[config.mk]
export PLATFORM = sky130hd
export DESIGN_NAME = dcache_line_swap_ctrl
export DESIGN_NICKNAME = d
export VERILOG_FILES = /design/src/rtl/dcache_line_swap_ctrl.sv
export SDC_FILE = /design/constraint.sdc
export NUM_CORES = 2
export LEC_CHECK = 0
export ABC_AREA = 0
export BUFFER_PORTS_ARGS = -buffer_cell sky130_fd_sc_hd__buf_4
export CAP_MARGIN = 20
export CORE_AREA = 2 2 580 582
export DETAILED_ROUTE_END_ITERATION = 6
export DIE_AREA = 0 0 582 584
export HOLD_SLACK_MARGIN = 0.05
export PLACE_DENSITY_LB_ADDON = 0.25
export SETUP_SLACK_MARGIN = 0.4
export SKIP_CTS_REPAIR_TIMING = 1
export SYNTH_ARGS = -nofsm -noshare
export SYNTH_HDL_FRONTEND = slang
export SYNTH_SLANG_ARGS = --single-unit
[constraint.sdc]
create_clock -name clk_i -period 37 [get_ports clk_i]
set_clock_uncertainty 0.05 [all_clocks]
set_input_delay 3.7 -clock clk_i [delete_from_list [all_inputs] [get_ports clk_i]]
set_output_delay 3.7 -clock clk_i [all_outputs]
set_load 0.1 [all_outputs]
[src/rtl/dcache_line_swap_ctrl.sv]
// Services one L1 D-cache miss: optional eviction of the displaced line into the
// victim cache, then a two-beat bus fill written half by half into the chosen way.
module dcache_line_swap_ctrl #(
  parameter int AWT           = 32,
  parameter int WORD_SEL      = 4,
  parameter int L1_WAYS       = 2,
  parameter int WAY_IDX_WT    = 1,
  parameter int VC_WAYS_EXP   = 2,
  parameter int HALF_LINE_DWT = 256,
  parameter int LINE_DWT      = 512
) (
  input  logic                         clk_i,
  input  logic                         rst_i,
  input  logic                         req_valid_i,
  output logic                         req_ready_o,
  input  logic [AWT-1:0]               req_addr_i,
  input  logic [WAY_IDX_WT-1:0]        req_way_i,
  input  logic                         req_evict_i,
  input  logic [AWT-1:0]               req_evict_addr_i,
  output logic [L1_WAYS-1:0]           rd_en_o,
  output logic [1:0]                   rd_half_en_o,
  output logic [AWT-1:0]               rd_addr_o,
  input  logic [HALF_LINE_DWT-1:0]     rd_halfdata_i,
  input  logic                         rd_wr_conflict_i,
  output logic                         vc_wr_en_o,
  output logic                         vc_line_en_o,
  output logic [VC_WAYS_EXP-1:0]       vc_way_o,
  output logic [LINE_DWT-1:0]          vc_data_o,
  output logic                         vc_tag_en_o,
  output logic [AWT-WORD_SEL-3:0]      vc_tag_o,
  output logic                         fill_req_o,
  output logic [AWT-1:0]               fill_addr_o,
  input  logic                         fill_ack_i,
  input  logic                         fill_valid_i,
  input  logic [HALF_LINE_DWT-1:0]     fill_data_i,
  output logic [L1_WAYS-1:0]           wr_en_o,
  output logic [1:0]                   wr_half_en_o,
  output logic [AWT-1:0]               wr_addr_o,
  output logic [HALF_LINE_DWT-1:0]     wr_data_o,
  output logic [L1_WAYS-1:0]           wr_tag_en_o,
  output logic                         busy_o,
  output logic                         done_o
);

  localparam int OFF   = WORD_SEL + 2;
  localparam int TAG_W = AWT - OFF;

  localparam logic [3:0] S_IDLE     = 4'd0;
  localparam logic [3:0] S_EV_RD_LO = 4'd1;
  localparam logic [3:0] S_EV_RD_HI = 4'd2;
  localparam logic [3:0] S_EV_CAP   = 4'd3;
  localparam logic [3:0] S_VC_WR    = 4'd4;
  localparam logic [3:0] S_FILL_REQ = 4'd5;
  localparam logic [3:0] S_FILL_LO  = 4'd6;
  localparam logic [3:0] S_FILL_HI  = 4'd7;
  localparam logic [3:0] S_DONE     = 4'd8;

  logic [3:0]               state_q, state_d;
  logic [TAG_W-1:0]         line_addr_q, line_addr_d;
  logic [WAY_IDX_WT-1:0]    way_q, way_d;
  logic [AWT-1:0]           evict_addr_q, evict_addr_d;
  logic [VC_WAYS_EXP-1:0]   vc_ptr_q, vc_ptr_d;
  logic [HALF_LINE_DWT-1:0] lo_q, lo_d, hi_q, hi_d;
  logic                     lo_taken_q, lo_taken_d;
  logic                     wr_pend_q, wr_pend_d;
  logic [HALF_LINE_DWT-1:0] wr_data_q, wr_data_d;
  logic [HALF_LINE_DWT-1:0] buf_q, buf_d;
  logic                     buf_vld_q, buf_vld_d;

  logic [L1_WAYS-1:0]       way_oh;
  logic                     wr_issue;

  for (genvar gi = 0; gi < L1_WAYS; gi++) begin : g_way_oh
    assign way_oh[gi] = (way_q == WAY_IDX_WT'(gi));
  end

  always_comb begin
    state_d      = state_q;
    line_addr_d  = line_addr_q;
    way_d        = way_q;
    evict_addr_d = evict_addr_q;
    vc_ptr_d     = vc_ptr_q;
    lo_d         = lo_q;
    hi_d         = hi_q;
    lo_taken_d   = lo_taken_q;
    wr_pend_d    = wr_pend_q;
    wr_data_d    = wr_data_q;
    buf_d        = buf_q;
    buf_vld_d    = buf_vld_q;
    case (state_q)
      S_IDLE: begin
        if (req_valid_i) begin
          line_addr_d  = req_addr_i[AWT-1:OFF];
          way_d        = req_way_i;
          evict_addr_d = req_evict_addr_i;
          lo_taken_d   = 1'b0;
          wr_pend_d    = 1'b0;
          buf_vld_d    = 1'b0;
          state_d      = req_evict_i ? S_EV_RD_LO : S_FILL_REQ;
        end
      end
      S_EV_RD_LO: if (!rd_wr_conflict_i) state_d = S_EV_RD_HI;
      S_EV_RD_HI: begin
        // The low half arrives only in the first cycle here; retries must not overwrite it.
        if (!lo_taken_q) begin
          lo_d       = rd_halfdata_i;
          lo_taken_d = 1'b1;
        end
        if (!rd_wr_conflict_i) state_d = S_EV_CAP;
      end
      S_EV_CAP: begin
        hi_d    = rd_halfdata_i;
        state_d = S_VC_WR;
      end
      S_VC_WR: begin
        vc_ptr_d = vc_ptr_q + VC_WAYS_EXP'(1);
        state_d  = S_FILL_REQ;
      end
      S_FILL_REQ: if (fill_ack_i) state_d = S_FILL_LO;
      S_FILL_LO: begin
        if (wr_pend_q) begin
          wr_pend_d = 1'b0;
          state_d   = S_FILL_HI;
          // A high beat landing during the low write is parked until FILL_HI.
          if (fill_valid_i) begin
            buf_d     = fill_data_i;
            buf_vld_d = 1'b1;
          end
        end else if (fill_valid_i) begin
          wr_data_d = fill_data_i;
          wr_pend_d = 1'b1;
        end
      end
      S_FILL_HI: begin
        if (wr_pend_q) begin
          wr_pend_d = 1'b0;
          state_d   = S_DONE;
        end else if (buf_vld_q) begin
          wr_data_d = buf_q;
          buf_vld_d = 1'b0;
          wr_pend_d = 1'b1;
        end else if (fill_valid_i) begin
          wr_data_d = fill_data_i;
          wr_pend_d = 1'b1;
        end
      end
      S_DONE:  state_d = S_IDLE;
      default: state_d = S_IDLE;
    endcase
  end

  always_ff @(posedge clk_i or posedge rst_i) begin
    if (rst_i) begin
      state_q      <= S_IDLE;
      line_addr_q  <= '0;
      way_q        <= '0;
      evict_addr_q <= '0;
      vc_ptr_q     <= '0;
      lo_q         <= '0;
      hi_q         <= '0;
      lo_taken_q   <= 1'b0;
      wr_pend_q    <= 1'b0;
      wr_data_q    <= '0;
      buf_q        <= '0;
      buf_vld_q    <= 1'b0;
    end else begin
      state_q      <= state_d;
      line_addr_q  <= line_addr_d;
      way_q        <= way_d;
      evict_addr_q <= evict_addr_d;
      vc_ptr_q     <= vc_ptr_d;
      lo_q         <= lo_d;
      hi_q         <= hi_d;
      lo_taken_q   <= lo_taken_d;
      wr_pend_q    <= wr_pend_d;
      wr_data_q    <= wr_data_d;
      buf_q        <= buf_d;
      buf_vld_q    <= buf_vld_d;
    end
  end

  assign wr_issue = wr_pend_q && ((state_q == S_FILL_LO) || (state_q == S_FILL_HI));

  assign req_ready_o  = (state_q == S_IDLE);
  assign busy_o       = (state_q != S_IDLE);
  assign done_o       = (state_q == S_DONE);
  assign rd_en_o      = ((state_q == S_EV_RD_LO) || (state_q == S_EV_RD_HI)) ? way_oh : '0;
  assign rd_half_en_o = (state_q == S_EV_RD_LO) ? 2'b10 :
                        (state_q == S_EV_RD_HI) ? 2'b11 : 2'b00;
  assign rd_addr_o    = evict_addr_q;
  assign vc_wr_en_o   = (state_q == S_VC_WR);
  assign vc_line_en_o = vc_wr_en_o;
  assign vc_tag_en_o  = vc_wr_en_o;
  assign vc_way_o     = vc_ptr_q;
  assign vc_data_o    = {hi_q, lo_q};
  assign vc_tag_o     = evict_addr_q[AWT-1:OFF];
  assign fill_req_o   = (state_q == S_FILL_REQ);
  assign fill_addr_o  = {line_addr_q, {OFF{1'b0}}};
  assign wr_en_o      = wr_issue ? way_oh : '0;
  assign wr_half_en_o = !wr_issue ? 2'b00 : (state_q == S_FILL_HI) ? 2'b11 : 2'b10;
  assign wr_addr_o    = fill_addr_o;
  assign wr_data_o    = wr_data_q;
  assign wr_tag_en_o  = (wr_issue && (state_q == S_FILL_HI)) ? way_oh : '0;

endmodule

## Yosys cells after proc, flatten, opt, wreduce, memory -nomap -nowiden

Index checks and enable logic that the tools add are counted.

| operators by class | value |
|---|---|
| add/sub/neg operators | 1 |
| $mul | 0 |
| div/mod/pow operators | 0 |
| $lt $le $gt $ge | 0 |
| eq/ne operators | 17 |
| shift operators | 0 |
| muxes and demuxes | 31 |
| bitwise gates (word level) | 2 |
| reduce and logical (&&, ||, !) cells | 17 |

Operators with widths:

| operator | count |
|---|---|
| 2-to-1 mux 256 bit | 4 |
| one-hot mux 256 bit (2 select lines) | 1 |
| one-hot mux 4 bit (8 select lines) | 1 |
| 2-to-1 mux 4 bit | 6 |
| equality test 4 x 3 -> 1 bit, second input constant | 4 |
| != test 2 bit, second input constant | 8 |
| 2-to-1 mux 2 bit | 6 |
| 2-to-1 mux 1 bit | 9 |
| equality test 4 x 2 -> 1 bit, second input constant | 2 |
| AND reduction 2 bit | 4 |
| one-hot mux 1 bit (3 select lines) | 2 |
| AND reduction 3 bit | 2 |
| AND reduction 6 bit | 1 |
| AND reduction 5 bit | 1 |
| equality test 4 x 1 -> 1 bit, second input constant | 1 |
| equality test 4 bit, second input constant | 1 |
| zero test 4 bit | 1 |
| nonzero test 2 bit | 2 |
| nonzero test 4 bit | 1 |
| 2-to-1 mux 3 bit | 1 |
| nonzero test 3 bit | 1 |
| adder 2 x 1 -> 2 bit, second input constant | 1 |
| logical AND 1 bit | 2 |
| logical OR 1 bit | 2 |
| 3 further kinds | 4 |

| word-level totals | value |
|---|---|
| register bits after elaboration | 1092 |
| latch bits | 0 |
| RAM bits | 0 |
| ROM bits | 0 |
| bits of input ports | 584 |
| logic and storage cells | 80 |
| memories | 0 |

## Logic depth before layout (Yosys ltp)

| logic depth | value |
|---|---|
| word-level depth | 5 |
| gate-level depth with buffers | 7 |
| depth with buffers taken out | 4 |

## Least setup slack after synthesis

No wires, ideal clock.

| path | value |
|---|---|
| path type | flip-flop to output port |
| start point | register state_q[1] |
| end point | output port rd_en_o[1] |
| arrival | 3.834 ns |
| required time | 33.250 ns |
| path slack | 29.416 ns |
| stages on the path, launching flop included | 5 |
| path through | dfrtp_1 buf_2 xnor2_1 nor3_1 and2_1 |

| on the way | value |
|---|---|
| longest elaborated chain between the ends | 3 |

Ends and longest elaborated chain:

| item | RTL line | source |
|---|---|---|
| from (decl) | 58 | `logic [3:0] state_q, state_d;` |
| from (signal assigned) | 167 | `state_q <= state_d;` |
| equality test 4 x 1 -> 1 bit or equality test 4 x 2 -> 1 bit (tied branches) | 187 | `assign rd_en_o = ((state_q == S_EV_RD_LO) \|\| (state_q == S_EV_RD_HI)) ? way_oh : '0;` |
| logical OR 1 bit * | 187 |  |
| 2-to-1 mux 2 bit * | 187 |  |
| to (decl) | 20 | `output logic [L1_WAYS-1:0] rd_en_o,` |

Every way passes the cells marked *; elsewhere a longest branch is shown, timed or not.

## Final worst setup path

| path | value |
|---|---|
| start point | register state_q[3] |
| end point | output port wr_en_o[0] |

| on the way | value |
|---|---|
| longest elaborated chain between the ends | 4 |

Ends and longest elaborated chain:

| item | RTL line | source |
|---|---|---|
| equality test 4 x 3 -> 1 bit | 182 | `assign wr_issue = wr_pend_q && ((state_q == S_FILL_LO) \|\| (state_q == S_FILL_HI));` |
| logical OR 1 bit * | 182 |  |
| logical AND 1 bit * | 182 |  |
| 2-to-1 mux 2 bit * | 199 | `assign wr_en_o = wr_issue ? way_oh : '0;` |
| to (decl) | 36 | `output logic [L1_WAYS-1:0] wr_en_o,` |

Marks and branches as above.

==> metrics.md <==
| Metric | Value |
|---|---|
| RSZ-0062 raised after global routing | `no` |
| CP top delay family | `simple AND/OR/NAND/NOR gates` |
| Core Area | `332900 µm²` |
| Setup WS post-layout | `between 30 and 40 ns` |
| Post-synthesis cell type count | `38` |
| Asr flop ratio synth | `100.0%` |
| Critical path depth in cells | `3` |
| DIE HEIGHT | `584 µm` |
| Endpoint kind of the worst setup timing path | `output port` |
| Max incr delay on CP | `~0.89 ns` |
| Initial antenna violation count | `74` |
| CTS Buffer Depth | `4` |
| Slowest CP cell | `nor3_1` |
| Buffers & Inverters on Critical Path | `1` |
| Final Max Tran Viols | `0` |
| CTS tree | `built` |
| F_max | `145.7 MHz` |
| Commonest cells post-synth | `dfrtp_1 (1092), mux2_2 (595), nor2_1 (263)` |
| CP Launch Point | `state_q[3]$_DFFE_PP0P_` |
| First-pass GRT wire length | `approximately 310 mm` |
| IO Pins | `1493` |
| Initial DRC Count | `1494` |
| Largest family of logic cells by synthesized area | `multiplexers` |
| FF-to-FF setup slack | `between 30 and 40 ns` |
| Compound-Gate Fraction of Synth Area | `6.858%` |
| Prevailing post-synth register cell | `dfrtp_1` |
| Relative slew slack | `between 20% and 30%` |
| Critical path type | `register to output port` |
| Number of CTS-inserted buffers | `149` |
| RePlAce Congestion | `a little under 0.9` |
| Critical-path cell list | `nand3b_4, nor3_1, buf_4` |
| RR Endpoint | `buf_q[180]$_DFFE_PP0P_` |
| H-tree level count | `4` |
| Number of remaining DRC errors | `0` |
| # nets final | `5014` |
| Beginning of the worst register-to-register path | `state_q[3]$_DFFE_PP0P_` |
| Input/output buffers | `1474` |
| Fillcell total | `between 30000 and 40000` |
| Cell taking the most area after synthesis | `dfrtp_1` |
| Reg2Reg Depth | `6` |
| Critical Path RT | `33.25 ns` |
| CP arrival | `3.11 ns` |
| All-Layer GR Usage | `a little over an eighth` |
| Post-Synth Adder-Cell Area | `0%` |
| Layout cells sized above 1 | `between 50 and 60%` |
| Post-Syn Area | `43200 µm²` |
| Total global routing overflow | `0` |
| Vias in the first global route | `32950` |
| Most frequent cell after synthesis | `dfrtp_1` |
| Routed wire length | `237.2 mm` |
| DR pass1 iterations | `5` |
| Period utilization | `between 10% and 20%` |
| Worst Max-Slew Pin Slew | `1.121 ns` |
| Startpoint types | `register` |
| Hold Violations, Final | `0` |
| Post-route antenna net violation count | `0` |
| Clk_lat worst skew | `approximately 0.84 ns` |
| Total number of vias | `around 31000` |
| Post-synthesis mux area share | `23.32%` |
| Root Buffer | `clkbuf_16` |
| DP Worst Slack | `29.23 ns` |
| Die area | `339900 µm²` |
| FP Rows | `approximately 210` |
| Routed WL per cell | `26.54 µm` |
| Post-synthesis sequential area ratio | `63.25%` |
| Crit-path max FO | `15` |
| Period minus WS final | `6.861 ns` |
| Xor and xnor fraction of the mapped netlist area | `0.06082%` |
| Synth Register Bits | `~1100` |
| Starting Density | `12.98%` |
| Die Wd | `582 µm` |
| Post-synth EDFFs | `0` |
| Syn Area/Cell | `14.30 µm²` |
| Setup crit end | `wr_en_o[0]` |
| Dpl hpwl | `roughly 190 mm` |
| MaxCap Viol Count | `0` |
| Top cells by area, synth | `dfrtp_1 (63%), mux2_2 (16%), mux2_4 (7.0%)` |
| Num Clock Sinks | `1092` |
| Vias per inst | `3.508` |
| Syn Inst Count | `roughly 3000` |
| CTS clk-pin slew, worst paths | `0.06 ns` |
| Simple-Gate Fraction of Synth Area | `2.757%` |
| Status | `finished, final reports clean` |
| Type of the tightest min-delay check | `register to register` |
| Largest net degree at the start of global routing | `around 150` |
| P&R area growth vs syn | `47.55%` |
| Setup violators final | `0` |
| Setup TNS | `0 ns` |
| Yosys warns | `0` |
| Top cell type's share of synthesized area | `63.25%` |
## worst reg2reg max path, stage by stage, from the launching register on
cell,delay (ns)
dfrtp_1,0.65
nand3b_4,0.32
or4_4,0.64
buf_4,0.96
buf_4,0.76
buf_4,0.80
mux2_4,0.42
## flip-flops by register name, summed over array words and instances (netlist names), 2 cells and up
name	flops
line_addr_q	26
rd_addr_o	32
wr_data_o	256
lo_q	256
hi_q	256
vc_way_o	2
state_q	4
buf_q	256
## stage by stage
step | hold slack, ns | area [µm²] | utilization [%] | instances
final | 0.4286 | 63740 | 19.15 | 8939
after global routing | 0.4577 | 63730 | 19.14 | 8933
after CTS | 0.4405 | 63700 | 19.14 | 8924
after detailed placement | 0.4319 | 58720 | 17.64 | 8666
after global placement | 0.4239 | 58690 | 17.63 | 8665
after floorplan | 0.4016 | 43240 | - | 3033
## cell type report
class	count	area, µm²	share of cell area [%]
multi-input combinational	1660	14370	22.54
tap	4387	5489	8.611
inverter	5	26.28	0.04122
clock inverter	51	698.2	1.095
timing repair buffer	1522	11510	18.05
clock buffer	207	4288	6.727
antenna	15	37.54	0.05889
sequential	1092	27330	42.87
## worst min path at each step
stage	start	end	slack, ns	depth (start not counted)
floorplan	lo_taken_q$_DFFE_PP0P_	lo_taken_q$_DFFE_PP0P_	0.40	1
global placement	buf_q[7]$_DFFE_PP0P_	buf_q[7]$_DFFE_PP0P_	0.42	1
detailed placement	buf_q[23]$_DFFE_PP0P_	buf_q[23]$_DFFE_PP0P_	0.43	1
CTS	vc_way_o[1]$_DFFE_PP0P_	vc_way_o[1]$_DFFE_PP0P_	0.44	1
global route	buf_q[23]$_DFFE_PP0P_	buf_q[23]$_DFFE_PP0P_	0.46	1
finish	vc_way_o[1]$_DFFE_PP0P_	vc_way_o[1]$_DFFE_PP0P_	0.43	1
## cell families after synthesis
group                  Yosys count
flip-flops                    1092
buffers and inverters          281
AO/OA/AOI/OAI                  523
XOR/XNOR                         3
AND/OR/NAND/NOR                294
multiplexers                   828
other                            1
## cells in the final DEF (no fill, tap or decap), types with 6 or more instances in the layout
| cell type | count |
|---|---|
| mux2_1 | 33 |
| diode_2 | 15 |
| nor2_1 | 261 |
| a21oi_1 | 256 |
| clkbuf_16 | 150 |
| o22ai_1 | 256 |
| clkinv_2 | 18 |
| inv_6 | 6 |
| buf_4 | 1516 |
| clkbuf_8 | 32 |
| mux2_4 | 200 |
| clkbuf_1 | 25 |
| conb_1 | 12 |
| bufinv_16 | 12 |
| mux2_2 | 595 |
| dfrtp_1 | 1092 |
## metal layers
| layer | routed length (µm) | track usage, % |
|---|---|---|
| met1 | 92580 | 15.51 |
| met2 | 107600 | 21.11 |
| met3 | 30730 | 7.657 |
| met4 | 6221 | 3.605 |
| met5 | 17 | 0 |
Power is left out: the tool's default activity adds up to more than one toggle a clock period on the data nets, which glitch-free logic cannot reach.
